[config.mk]
export PLATFORM = sky130hd
export DESIGN_NAME = mem_arbiter
export DESIGN_NICKNAME = d
export VERILOG_FILES = /design/src/rtl/mem_arbiter.sv
export SDC_FILE = /design/constraint.sdc
export NUM_CORES = 1
export LEC_CHECK = 0
export ABC_CLOCK_PERIOD_IN_PS = 1950
export CORE_MARGIN = 2
export CORE_UTILIZATION = 35
export CTS_CLUSTER_DIAMETER = 120
export CTS_CLUSTER_SIZE = 25
export DETAILED_ROUTE_END_ITERATION = 7
export PLACE_DENSITY = 0.91
export SLEW_MARGIN = 0
export SYNTH_ARGS = -nofsm -noshare
export SYNTH_HDL_FRONTEND = slang
export SYNTH_SLANG_ARGS = --single-unit
export TNS_END_PERCENT = 1
[constraint.sdc]
create_clock -name clk -period 1.95 [get_ports clk]
set_input_delay 0.39 -clock clk [delete_from_list [all_inputs] [get_ports clk]]
set_output_delay 0.39 -clock clk [all_outputs]
set_load 0.05 [all_outputs]
[src/rtl/mem_arbiter.sv]
// Two-port (fetch / data) arbiter in front of a single-port synchronous memory.
// Data port has priority; a streak limit keeps fetch from starving.
module mem_arbiter #(
    parameter int AW        = 16,
    parameter int DW        = 16,
    parameter int MAXSTREAK = 2
) (
    input  logic          clk,
    input  logic          reset,
    input  logic          i_req,
    input  logic [AW-1:0] i_addr,
    output logic          i_ack,
    output logic [DW-1:0] i_rdata,
    input  logic          d_req,
    input  logic          d_we,
    input  logic [AW-1:0] d_addr,
    input  logic [DW-1:0] d_wdata,
    output logic          d_ack,
    output logic [DW-1:0] d_rdata,
    output logic [AW-1:0] mem_addr,
    output logic          mem_we,
    output logic [DW-1:0] mem_wdata,
    input  logic [DW-1:0] mem_rdata,
    output logic          busy
);

    localparam int SW = (MAXSTREAK < 1) ? 1 : $clog2(MAXSTREAK + 1);
    localparam logic [SW-1:0] MAXS = SW'(MAXSTREAK);

    typedef enum logic [1:0] {
        IDLE   = 2'd0,
        ACCESS = 2'd1,
        RESP   = 2'd2
    } state_t;

    state_t        state_r, state_s;
    logic          win_d_r, win_d_s;
    logic          grant_s;
    logic [SW-1:0] streak_r, streak_s;
    logic [AW-1:0] mem_addr_r;
    logic [DW-1:0] mem_wdata_r;
    logic          mem_we_r;
    logic          i_ack_r;
    logic          d_ack_r;
    logic          busy_r;

    // Next-state, winner selection and streak bookkeeping.
    always_comb begin
        state_s  = state_r;
        win_d_s  = win_d_r;
        grant_s  = 1'b0;
        streak_s = streak_r;
        case (state_r)
            IDLE: begin
                if (d_req && !(i_req && (streak_r == MAXS))) begin
                    grant_s = 1'b1;
                    win_d_s = 1'b1;
                end else if (i_req) begin
                    grant_s = 1'b1;
                    win_d_s = 1'b0;
                end else begin
                    grant_s = 1'b0;
                end
            end
            ACCESS: begin
                state_s = RESP;
            end
            RESP: begin
                // The port just acked is not eligible; only the other one may go straight back in.
                if (win_d_r && i_req) begin
                    grant_s = 1'b1;
                    win_d_s = 1'b0;
                end else if (!win_d_r && d_req) begin
                    grant_s = 1'b1;
                    win_d_s = 1'b1;
                end else begin
                    state_s = IDLE;
                end
            end
            default: begin
                state_s = IDLE;
            end
        endcase

        if (grant_s) begin
            state_s = ACCESS;
            if (win_d_s && i_req) begin
                streak_s = (streak_r == MAXS) ? MAXS : (streak_r + SW'(1));
            end else begin
                streak_s = {SW{1'b0}};
            end
        end else begin
            streak_s = streak_r;
        end
    end

    // State, winner and streak registers.
    always_ff @(posedge clk or posedge reset) begin
        if (reset) begin
            state_r  <= IDLE;
            win_d_r  <= 1'b0;
            streak_r <= {SW{1'b0}};
            busy_r   <= 1'b0;
        end else begin
            state_r  <= state_s;
            win_d_r  <= win_d_s;
            streak_r <= streak_s;
            busy_r   <= (state_s != IDLE);
        end
    end

    // Memory-side and ack registers; address/data are captured on grant and held otherwise.
    always_ff @(posedge clk or posedge reset) begin
        if (reset) begin
            mem_addr_r  <= {AW{1'b0}};
            mem_wdata_r <= {DW{1'b0}};
            mem_we_r    <= 1'b0;
            i_ack_r     <= 1'b0;
            d_ack_r     <= 1'b0;
        end else begin
            if (grant_s) begin
                mem_addr_r <= win_d_s ? d_addr : i_addr;
            end
            if (grant_s && win_d_s) begin
                mem_wdata_r <= d_wdata;
            end
            mem_we_r <= grant_s & win_d_s & d_we;
            i_ack_r  <= (state_r == ACCESS) & ~win_d_r;
            d_ack_r  <= (state_r == ACCESS) &  win_d_r;
        end
    end

    // Read data arrives from the memory in the RESP cycle, so it is steered rather than registered.
    assign i_rdata   = i_ack_r ? mem_rdata : {DW{1'b0}};
    assign d_rdata   = d_ack_r ? mem_rdata : {DW{1'b0}};
    assign i_ack     = i_ack_r;
    assign d_ack     = d_ack_r;
    assign mem_addr  = mem_addr_r;
    assign mem_wdata = mem_wdata_r;
    assign mem_we    = mem_we_r;
    assign busy      = busy_r;

endmodule

==> metrics.txt <==
outcome=finished, final reports clean; Clock power frac=9.9%; worst-skew pair later-pin latency=0.29 ns; Top Family by Delay on Critical Path=buffers and inverters; Yosys Warn Count=0; Port Buffer Count=136; commonest cells in the netlist=41 x dfrtp_1, 34 x and2_1, 19 x nor2_1; final setup fails=0; area post-placement=3830 um2; post-synthesis net count=269; DR vias=1990; total CTS buffers=5; register bit total from synthesis=41; largest area contributor in the netlist=dfrtp_1; placed cell count=405; hold wc startpoint=mem_wdata[8]; Core Region=5510 um2; initial antenna violation count=0; GRT Util Overall=19.9%; hold depth=1; Post-CTS Resized=0; Final Critical Period=1.87 ns; Crit path largest cell delay=0.82 ns; Ports=137; Initial Util=36.4%; R2R depth=6; reg2reg end=mem_wdata[5]; Comb pwr share=67.5%; Final Hold Fails=0; asr flop ratio synth=100%; worst-case clock skew=0.00612 ns; Worst Path Buf+Inv=1; syn avg cell area=10.1 um2; worst slew pin tran=0.626 ns; DRT antenna net count=0; Sequential Power Share=22.7%; htree depth=2; synthesized netlist cell count=198; WS Path Type=register to output pin; final instance area=3940 um2; Primary FF master, synth=dfrtp_1; cts hold-fix bufs=0; # diodes=0; CP required=1.56 ns; Post-Syn Area=2000 um2; Die ar.=6340 um2; share of the synthesized area in the top cell type=51.2%; Net Sw Frac=49.3%; Post-Layout Cell Count=413; WP data arrival=1.48 ns; Hold Path End=mem_wdata[8]; Internal=3530 uW; slowest library cell on the worst path=clkdlybuf4s50_1; DRC errors left=0; Clock transition at path regs=0.08 ns; CP Max Fanout=2; library cells used by synthesis=28; CP Cell Sequence=clkdlybuf4s50_1; RR Startpoint=streak_r[0]; routed vias/inst=4.82; relative slew slack=58.3%; flop-to-flop setup slack=0.23 ns; FMAX=0.536 GHz; Worst setup EP type=output pin; most numerous cell in the Yosys netlist=dfrtp_1; Tcrit/Tclk final=95.7%; Net Switching=3430 uW; Die X=79.6 um; RSZ-0062 raised after global routing=false; Final nets=411; Max Root-Sink Buffers=2; Final GP Congestion=0.757; routed len/inst=15.2 um; vias in the first global route=2071; Max Cap Violations=0; GRT overflow=0; Root Driver=clkbuf_8; Max VDD drop=0.00121 V; crit path launch=mem_addr[4]; drt first pass iters=4; Seq/Total Area, Yosys=51.2%; max-slew violation count=0; synth top area cells=dfrtp_1 51%, and2_1 11%, mux2_1 5.1%, a31oi_1 5.0%, o21ai_0 4.5%; CTS tree=done; Post-CTS Setup Bufs=0; hpwl dp=4990 um; Num Clock Sinks=41; first-pass GRT wire length=9800 um; Rows=27; Leak=0.00163 uW; Startpoint Class=register; DRT iter0 DRCs=45; Die H=79.6 um; Layout area overhead=96.8%; share of cells above drive strength 1=18.8%; DRT Wirelength=6260 um; largest net degree at the start of global routing=42; hold crit path type=register to register; number of synthesized flops with an enable pin=0; Power Density=1770 nW/um2
flip-flops by register name, indices dropped and copies added (netlist names):
register	cells
d_ack	1
state_r	2
mem_we	1
streak_r	2
mem_addr	16
i_ack	1
win_d_r	1
busy	1
mem_wdata	16
final cells by class:
class                           count  area, um2
Timing Repair Buffer              147       1790
Clock buffer                        5       68.8
Clock inverter                      3       43.8
Tap cell                           72       90.1
Sequential cell                    41       1030
Fill cell                         386       1570
Multi-Input combinational cell    140        897
Inverter                            5       18.8
placed cells by master (no fill, tap or decap), types with 2 or more instances in the layout:
cell	n
mux2_2	7
nor2b_1	2
nand2_1	4
mux2_1	9
buf_12	35
nor2_1	19
clkbuf_8	5
o21ai_0	18
inv_1	4
dfrtp_1	41
and2_1	34
nand3_1	16
nand2b_1	3
a31oi_1	16
buf_4	11
ha_1	2
clkdlybuf4s50_1	101
kinds of logic (layout without fill, tap and decap cells):
family | count (synthesis) | count (layout) | share of synthesized area, %
flops | 41 | 41 | 51.2
mux | 16 | 16 | 9.00
buf+inv | 17 | 160 | 3.94
fa+ha+maj | 2 | 2 | 1.25
compound gates | 40 | 40 | 12.7
simple gates | 82 | 82 | 21.9
metal layers:
metal  GRT usage, %  vias to the layer above  part of all wire [%]
met4           7.41                        0                   2.5
met1           20.2                      928                    36
met2           38.5                       83                    54
li1               -                      965                     -
met5              0                        -                     0
met3           4.98                       14                   6.7
per-stage QoR:
stage               setup TNS, ns  worst slack (ns)  utilization [%]  total power, uW  hold slack [ns]
global route                    0           0.00848             71.5             7300            0.511
detailed placement          -2.95            -0.146             69.5             6320            0.478
finish                          0            0.0839             71.5             6950            0.491
CTS                             0            0.0676             71.5             7020            0.494
global placement            -1.43           -0.0546             69.5             6170            0.468
floorplan                       0             0.196                -             4360            0.519
how the worst max path moves through the flow:
stage	end	cells after the start	slack, ns
floorplan	i_rdata[15]	2	0.20
finish	mem_addr[4]	1	0.08
global placement	mem_wdata[1]	5	-0.05
global route	mem_addr[0]	6	0.008
detailed placement	mem_addr[0]	7	-0.15
CTS	mem_addr[10]	1	0.07
power by group through the flow:
stage | registers [uW] | clock network [uW] | logic, uW
global route | 1650 | 751 | 4910
detailed placement | 1600 | 0 | 4720
finish | 1580 | 687 | 4690
global placement | 1560 | 0 | 4610
CTS | 1580 | 705 | 4730
floorplan | 2810 | 0 | 1550
(Power assumes the default switching activity.)
==> RTL change: new RTL, same settings <==
The parameter `AW` goes from 16 to 17.
--- a/src/rtl/mem_arbiter.sv
+++ b/src/rtl/mem_arbiter.sv
@@ -1,7 +1,7 @@
 // Two-port (fetch / data) arbiter in front of a single-port synchronous memory.
 // Data port has priority; a streak limit keeps fetch from starving.
 module mem_arbiter #(
-    parameter int AW        = 16,
+    parameter int AW        = 17,
     parameter int DW        = 16,
     parameter int MAXSTREAK = 2
 ) (
Ports: changed (resized d_addr, i_addr and mem_addr); port bits go from 137 to 140. The function was not compared with the original's and may differ.
==> RTL change against the unedited design <==
  * Design area rose by 3.0%
  * Power rose by 2.4%
  * Area after synthesis rose by 5.2%
  * Final cell count rose by 2.7%
  * Worst setup slack got worse by 14 ps
  * Wire length rose by 1.2%
  * Clock skew rose by 5.3 ps
  * Sequential cell count rose by 1
  * Die area rose by 4.9%
  * Synthesized cell count rose by 3.0%
  * Clock power fell by 17%
  * Sequential power rose by 4%
  * Critical endpoint is now mem_wdata[1]
  * Largest cell class unchanged
  * Highest routed layer unchanged
==> RTL change: results (changes against the unedited design) <==
metric,value,unit,change
status,finished clean,,
power per cell area,1760,mW/mm²,-0.58%
routed wire length on met2,3260,µm,-4.4%
clk_skew,11.4,ps,+5.32 ps
fillers,406,,+5.2%
Final Non-Filler Cells,424,,+2.7%
Final Wtd Congestion,0.742,,-1.9%
Wirelength per Cell,14.9,µm,-1.5%
CLK BUF,5,,unchanged
antenna violations before repair,0,,unchanged
Port Buffer Count,139,,+2.2%
fraction of layout cells with a size suffix above 1,21.2,%,+2.4 points
number of global-route vias before repair,2050,,-1.0%
DR WL met3,663,µm,+58%
All-Layer GR Usage,19.1,%,-0.75 points
Gate Count Post-Synth,204,,+3.0%
met1 GRT Util,21.2,%,+0.99 points
sequential element share of the synthesized area,49.9,%,-1.3 points
static leakage,1.68,nW,+2.9%
met2 GRT Util,34.4,%,-4.1 points
bufs w/o clock,150,,+2.0%
met3 track demand over resource,7.03,%,+2.1 points
Clock Pin Slew Worst Setup and Hold Paths,90,ps,
Post-layout nets,421,,+2.4%
H-tree depth,2,,unchanged
Max IR drop VDD,1100,µV,-9.3%
Area contributors post-synth,"dfrtp_1, and2_1, mux2_4",,
Worst Hold Class,in2async,,
Unique masters post-synth,30,,+7.1%
Sw Share,49.7,%,+0.38 points
vias per cell,4.87,,+1.0%
area of the multi-input gates,951,µm²,+6.0%
Post-synth top cells,"dfrtp_1, and2_1, nor2_1",,
Clk pwr share,8.0,%,-1.9 points
FF/Latch Area,0.00105,mm²,+2.4%
Syn Nets,277,,+3.0%
Crit Reg-Reg Endpoint,mem_wdata[6],,
comb_multi_in,144,,+2.9%
Layout non-clock buf frac,45.6,%,about the same
pin count of the biggest net entering global routing,32,,-24%
Placement Setup Slack,-196,ps,-49.5 ps
Final Util,69.3,%,-2.2 points
first-pass GRT wire length,9760,µm,-0.42%
Worst R2R Setup Slack,200,ps,-30 ps
Setup WS post-layout,69.8,ps,-14.2 ps
clk buf depth,2,,unchanged
Post-DP Area,0.00396,mm²,+3.6%
DR iter-0 viols,89,,+98%
actual slew at the worst max-slew pin,528,ps,-98.0 ps
Tot Pwr,0.00712,W,+2.4%
hold_ws,354,ps,-138 ps
sequential cell power,0.00164,W,+4%
[RTL change: logic make-up after synthesis]
logic type               count (synthesis)  share of synthesized area (%)
adder cells (fa/ha/maj)                  2                           1.19
AND/OR/NAND/NOR                         84                           21.2
buffers and inverters                   18                           4.93
multiplexers                            16                           10.2
AO/OA/AOI/OAI                           42                           12.6
flip-flops                              42                           49.9
[RTL change: timing repair]
item | 4_1_cts | 5_1_grt
buffers inserted | 0 | 0
endpoints found under the setup margin | 0 | 8
resized for setup | 0 | 1
hold buffers | 0 | 0
[RTL change: worst max path at each step]
stage / from / endpoint / depth (start not counted)
3_5_place_dp: d_req / mem_addr[9] / 8
4_1_cts: mem_wdata[1] / mem_wdata[1] / 1
2_1_floorplan: i_ack / i_rdata[15] / 2
3_3_place_gp: d_req / mem_wdata[2] / 5
6_report: mem_wdata[1] / mem_wdata[1] / 1
5_1_grt: mem_wdata[1] / mem_wdata[1] / 1
